**src/rtl/mult_datapath_if.sv**
```systemverilog
// rtl/mult_datapath_if.sv - sequencer <-> multiplier datapath control/status bundle
interface mult_datapath_if;
  logic [7:0] sw;
  logic       clear_Ld;
  logic       LoadA;
  logic       fn;
  logic       shift;
  logic       M;
  logic       X;
  logic [7:0] Aval;
  logic [7:0] Bval;
  logic [3:0] shift_cnt;
  logic       cnt_done;

  modport master (
    output sw, clear_Ld, LoadA, fn, shift,
    input  M, X, Aval, Bval, shift_cnt, cnt_done
  );

  modport slave (
    input  sw, clear_Ld, LoadA, fn, shift,
    output M, X, Aval, Bval, shift_cnt, cnt_done
  );
endinterface

```
**src/rtl/mult_datapath.sv**
```systemverilog
// rtl/mult_datapath.sv - signed shift-add multiplier datapath (X/A/B registers, 9-bit adder, optional shift counter via MULT_DP_SHIFT_CNT_EN)
module mult_datapath (
  input  logic           clk,
  input  logic           reset_n,
  mult_datapath_if.slave bus
);

  logic [7:0] a_q;
  logic [7:0] b_q;
  logic       x_q;
  logic [8:0] sum;

  // Sign-extend both operands to 9 bits so X captures the true sign of A +/- S
  always_comb begin
    sum = 9'd0;
    if (bus.fn) begin
      sum = {a_q[7], a_q} - {bus.sw[7], bus.sw};
    end else begin
      sum = {a_q[7], a_q} + {bus.sw[7], bus.sw};
    end
  end

  // Product registers: clear_Ld beats LoadA beats shift; otherwise hold
  always_ff @(posedge clk or negedge reset_n) begin
    if (!reset_n) begin
      x_q <= 1'b0;
      a_q <= 8'h00;
      b_q <= 8'h00;
    end else if (bus.clear_Ld) begin
      x_q <= 1'b0;
      a_q <= 8'h00;
      b_q <= bus.sw;
    end else if (bus.LoadA) begin
      x_q <= sum[8];
      a_q <= sum[7:0];
    end else if (bus.shift) begin
      a_q <= {x_q, a_q[7:1]};
      b_q <= {a_q[0], b_q[7:1]};
    end
  end

  assign bus.X    = x_q;
  assign bus.Aval = a_q;
  assign bus.Bval = b_q;
  assign bus.M    = b_q[0];

`ifdef MULT_DP_SHIFT_CNT_EN
  logic [3:0] cnt_q;

  // Shift counter: cleared with the product, frozen when a load steals the cycle, saturates at 8
  always_ff @(posedge clk or negedge reset_n) begin
    if (!reset_n) begin
      cnt_q <= 4'd0;
    end else if (bus.clear_Ld) begin
      cnt_q <= 4'd0;
    end else if (!bus.LoadA && bus.shift && (cnt_q != 4'd8)) begin
      cnt_q <= cnt_q + 4'd1;
    end
  end

  assign bus.shift_cnt = cnt_q;
  assign bus.cnt_done  = (cnt_q == 4'd8);
`else
  assign bus.shift_cnt = 4'd0;
  assign bus.cnt_done  = 1'b0;
`endif

endmodule

```
**src/flat_wrapper.sv**
```systemverilog
// flat-port wrapper written by rule: the top's interface ports become plain ports
module mult_datapath_flat 
  (clk, reset_n, bus_sw, bus_clear_Ld, bus_LoadA, bus_fn, bus_shift, bus_M, bus_X, bus_Aval, bus_Bval, bus_shift_cnt, bus_cnt_done);
  mult_datapath_if bus_i ();
  input  logic clk;
  input  logic reset_n;
  input wire logic [$bits(bus_i.sw)-1:0] bus_sw;
  input wire logic [$bits(bus_i.clear_Ld)-1:0] bus_clear_Ld;
  input wire logic [$bits(bus_i.LoadA)-1:0] bus_LoadA;
  input wire logic [$bits(bus_i.fn)-1:0] bus_fn;
  input wire logic [$bits(bus_i.shift)-1:0] bus_shift;
  output wire logic [$bits(bus_i.M)-1:0] bus_M;
  output wire logic [$bits(bus_i.X)-1:0] bus_X;
  output wire logic [$bits(bus_i.Aval)-1:0] bus_Aval;
  output wire logic [$bits(bus_i.Bval)-1:0] bus_Bval;
  output wire logic [$bits(bus_i.shift_cnt)-1:0] bus_shift_cnt;
  output wire logic [$bits(bus_i.cnt_done)-1:0] bus_cnt_done;
  assign bus_i.sw = bus_sw;
  assign bus_i.clear_Ld = bus_clear_Ld;
  assign bus_i.LoadA = bus_LoadA;
  assign bus_i.fn = bus_fn;
  assign bus_i.shift = bus_shift;
  assign bus_M = bus_i.M;
  assign bus_X = bus_i.X;
  assign bus_Aval = bus_i.Aval;
  assign bus_Bval = bus_i.Bval;
  assign bus_shift_cnt = bus_i.shift_cnt;
  assign bus_cnt_done = bus_i.cnt_done;
  mult_datapath u_core (.clk(clk), .reset_n(reset_n), .bus(bus_i));
endmodule
```
**config.mk**
```make
export PLATFORM = sky130hd
export DESIGN_NAME = mult_datapath_flat
export DESIGN_NICKNAME = d
export VERILOG_FILES = /design/src/rtl/mult_datapath_if.sv /design/src/rtl/mult_datapath.sv /design/src/flat_wrapper.sv
export SDC_FILE = /design/constraint.sdc
export NUM_CORES = 1
export LEC_CHECK = 0
export CORE_AREA = 5 5 55 57
export DETAILED_ROUTE_END_ITERATION = 16
export DIE_AREA = 0 0 60 62
export DONT_BUFFER_PORTS = 1
export PLACE_DENSITY = 0.84
export REMOVE_ABC_BUFFERS = 1
export SLEW_MARGIN = 30
export SYNTH_ARGS = -nofsm -noshare
export SYNTH_HDL_FRONTEND = slang
export SYNTH_SLANG_ARGS = --single-unit
```
**constraint.sdc**
```tcl
create_clock -name clk -period 2.7 [get_ports clk]
set_input_delay 0.54 -clock clk [delete_from_list [all_inputs] [get_ports clk]]
set_output_delay 0.54 -clock clk [all_outputs]
set_load 0.03 [all_outputs]
```
==> results.yml <==
synthesis:
  ys_seq_area_frac: 0.292
  synth.distinct_cells: 40
  syn_area_sq_um: 1460
  ys.flop_type: "dfrtp_1"
  synth_edf_count: 0
  yosysWarnings: 0
  synth.avg_cell_area_sq_um: 8.78
  synth_seq_cells: 17
  async_reset_ff_frac: 1.00
  syn_inst: 166
clocking:
  cts_tree: "done"
  postCtsSetupBuffers: 0
  cts.clk_slew.worst_paths_ps: 100
  clock-sinks: 17
  ctsLongestPathBuffers: 2
  root_buffer: "clkbuf_4"
  cts_resized: 0
  numCtsBuffers: 3
  clk-insertion-delay-late_ps: 300
  cts_max_level: 1
route:
  drc: 0
  post_drt_wl_per_cell_um: 16.7
  ant_nets: 0
  first_iter_violations: 41
  viasPerCell: 6.22
  totalWireLength_um: 3240
  vias: 1206
  drt-pass1-iter-count: 5
global_route:
  antenna_found_initial: 0
  grt_pass1_wl_um: 5140
  grt_pass1_vias: 1179
  grt-ovfl-total: 0
  grtUsageTotal: 0.180
  grt_max_degree: 27
setup_path:
  crit_arrival_ps: 2560
  path_class: "input pin to flip-flop"
  worstReg2RegStart: "u_core.bus.Aval[0]"
  worstPathMaxFanout: 5
  worstSetupEndpointType: "flip-flop"
  setup.worst_path.start_class: "input pin"
  crit_path_start: "bus_sw[2]"
  crit_required_ps: 2920
floorplan:
  rows: 18
  die_h_um: 62
  die_w_um: 60
  core-area_sq_um: 2430
  dieArea_sq_um: 3720
  start_util: 0.599
  design.portCount: 37
sta:
  holdWs_ps: 288
  min_period_ps: 2340
  slew_viol_final: 0
  hold_viol: 0
  grt_setup_unrepaired: "false"
  setup_viol: 0
  tightest_slew_ps: 792
  slew_headroom: 0.470
  max_freq_mhz: 427
  fin_crit_sh: 0.867
  setup_ws_ps: 360
  skew_ps: 7.16
  setup_tns_ps: 0
finish:
  final.fill_count: 222
  final_common_cell: "dfrtp_1"
  ff_latch_area_sq_um: 425
  drive_above_1_share: 0.0671
  fin_area_sq_um: 1480
  mostFrequentLayoutCells: "dfrtp_1, nor2_1, mux2i_1"
  multi_input_area_sq_um: 932
  antennaDiodeCount: 0
  fin_nets: 189
  area_growth_pct: 1.80
flow_run:
  maxCapViolations: 0
placed_design:
  io_buffers: 0
  pre_cts_ws_ps: 61.7
  dp_hpwl_um: 2490
  place.gp.congestion: 0.910
  place_area_sq_um: 1450
hold_path:
  hp-class: "input pin to flip-flop"
  min_from: "bus_clear_Ld"
pwr:
  p_total_uw: 875
  powerDensity_nw_per_um2: 590
  vdd_drop_max_uv: 342
  leakage_uw: 0.000675
run_status:
  outcome: "completed"
==> where the power goes <==
group	switching (uW)	leakage, uW	internal (uW)	total, uW
Clock	86.6	0.0000150	57.5	144
Sequential	115	0.000215	287	402
Combinational	167	0.000445	162	329
Total	369	0.000675	506	875
==> worst max-delay path, cell delays in order <==
cell and delay, ps:
nor3_1 320, a21oi_1 150, xnor2_1 210, ha_1 290, and3_1 190, a2111oi_4 380
a21oi_1 130, xnor2_1 150, a211oi_2 200
==> final cells by class <==
cell class	count	share of cell area
multi-input combinational	131	0.628
sequential	17	0.287
tap	30	0.0253
timing repair buffer	4	0.0219
clock buffer	4	0.0177
inverter	8	0.0202
==> synth_stat cells (2+ instances only) <==
| cell | count | area share |
|---|---|---|
| inv_1 | 8 | 0.021 |
| clkbuf_1 | 5 | 0.013 |
| mux2i_1 | 12 | 0.082 |
| nor3_1 | 6 | 0.021 |
| buf_2 | 2 | 0.0069 |
| o21ai_0 | 8 | 0.027 |
| nor3b_1 | 2 | 0.010 |
| a211oi_1 | 9 | 0.046 |
| ha_1 | 9 | 0.077 |
| and3_1 | 2 | 0.0086 |
| nand3_1 | 3 | 0.010 |
| xnor2_1 | 8 | 0.048 |
| nor2_1 | 16 | 0.041 |
| o21a_1 | 2 | 0.010 |
| nand3b_1 | 3 | 0.015 |
| xor2_1 | 3 | 0.018 |
| nand2_1 | 9 | 0.023 |
| nor2b_1 | 5 | 0.021 |
| a31oi_1 | 5 | 0.021 |
| dfrtp_1 | 17 | 0.29 |
| buf_4 | 6 | 0.031 |
| a21oi_1 | 8 | 0.027 |
==> flip-flops by register name (all words and copies together) (netlist names) <==
register,cells
u_core.bus.Aval,8
u_core.bus.Bval,8
u_core.bus.X,1
==> final timing paths <==
| kind | to | slack, ps | cells past startpoint |
|---|---|---|---|
| worst max-delay path | u_core.bus.X | 360 | 9 |
| worst min-delay path | u_core.bus.X | 290 | 1 |
| worst max register to register | u_core.bus.X | 410 | 9 |
| worst min register to register | u_core.bus.Aval[0] | 750 | 3 |
| max in group asynchronous | u_core.bus.X | 1450 | 1 |
| min in group asynchronous | u_core.bus.Aval[7] | 760 | 1 |
==> cells by family after synthesis <==
group | synth area share
fa+ha+maj | 0.0910
buf+inv | 0.0790
xor+xnor | 0.0661
simple gates | 0.195
compound gates | 0.185
mux | 0.0901
flops | 0.292
other cells | 0.00257
==> timing repair <==
action,CTS,global route
setup endpoints to repair,0,0
hold endpoints to repair,17,0
hold buffers,1,0
==> per-layer routing <==
layer / global-route usage / share of wire / vias to the layer above
met2: 0.324 / 0.51 / 39
li1: - / - / 578
met4: 0.0538 / 0.0096 / 0
met1: 0.214 / 0.41 / 585
met5: 0 / 0 / -
met3: 0.0413 / 0.068 / 4
==> metrics by stage <==
stage	utilization	instances
3_5_place_dp	0.595	189
6_report	0.610	194
3_3_place_gp	0.595	189
4_1_cts	0.610	194
2_1_floorplan	-	156
5_1_grt	0.610	194
Note: power is estimated with default switching activity, not from simulation.
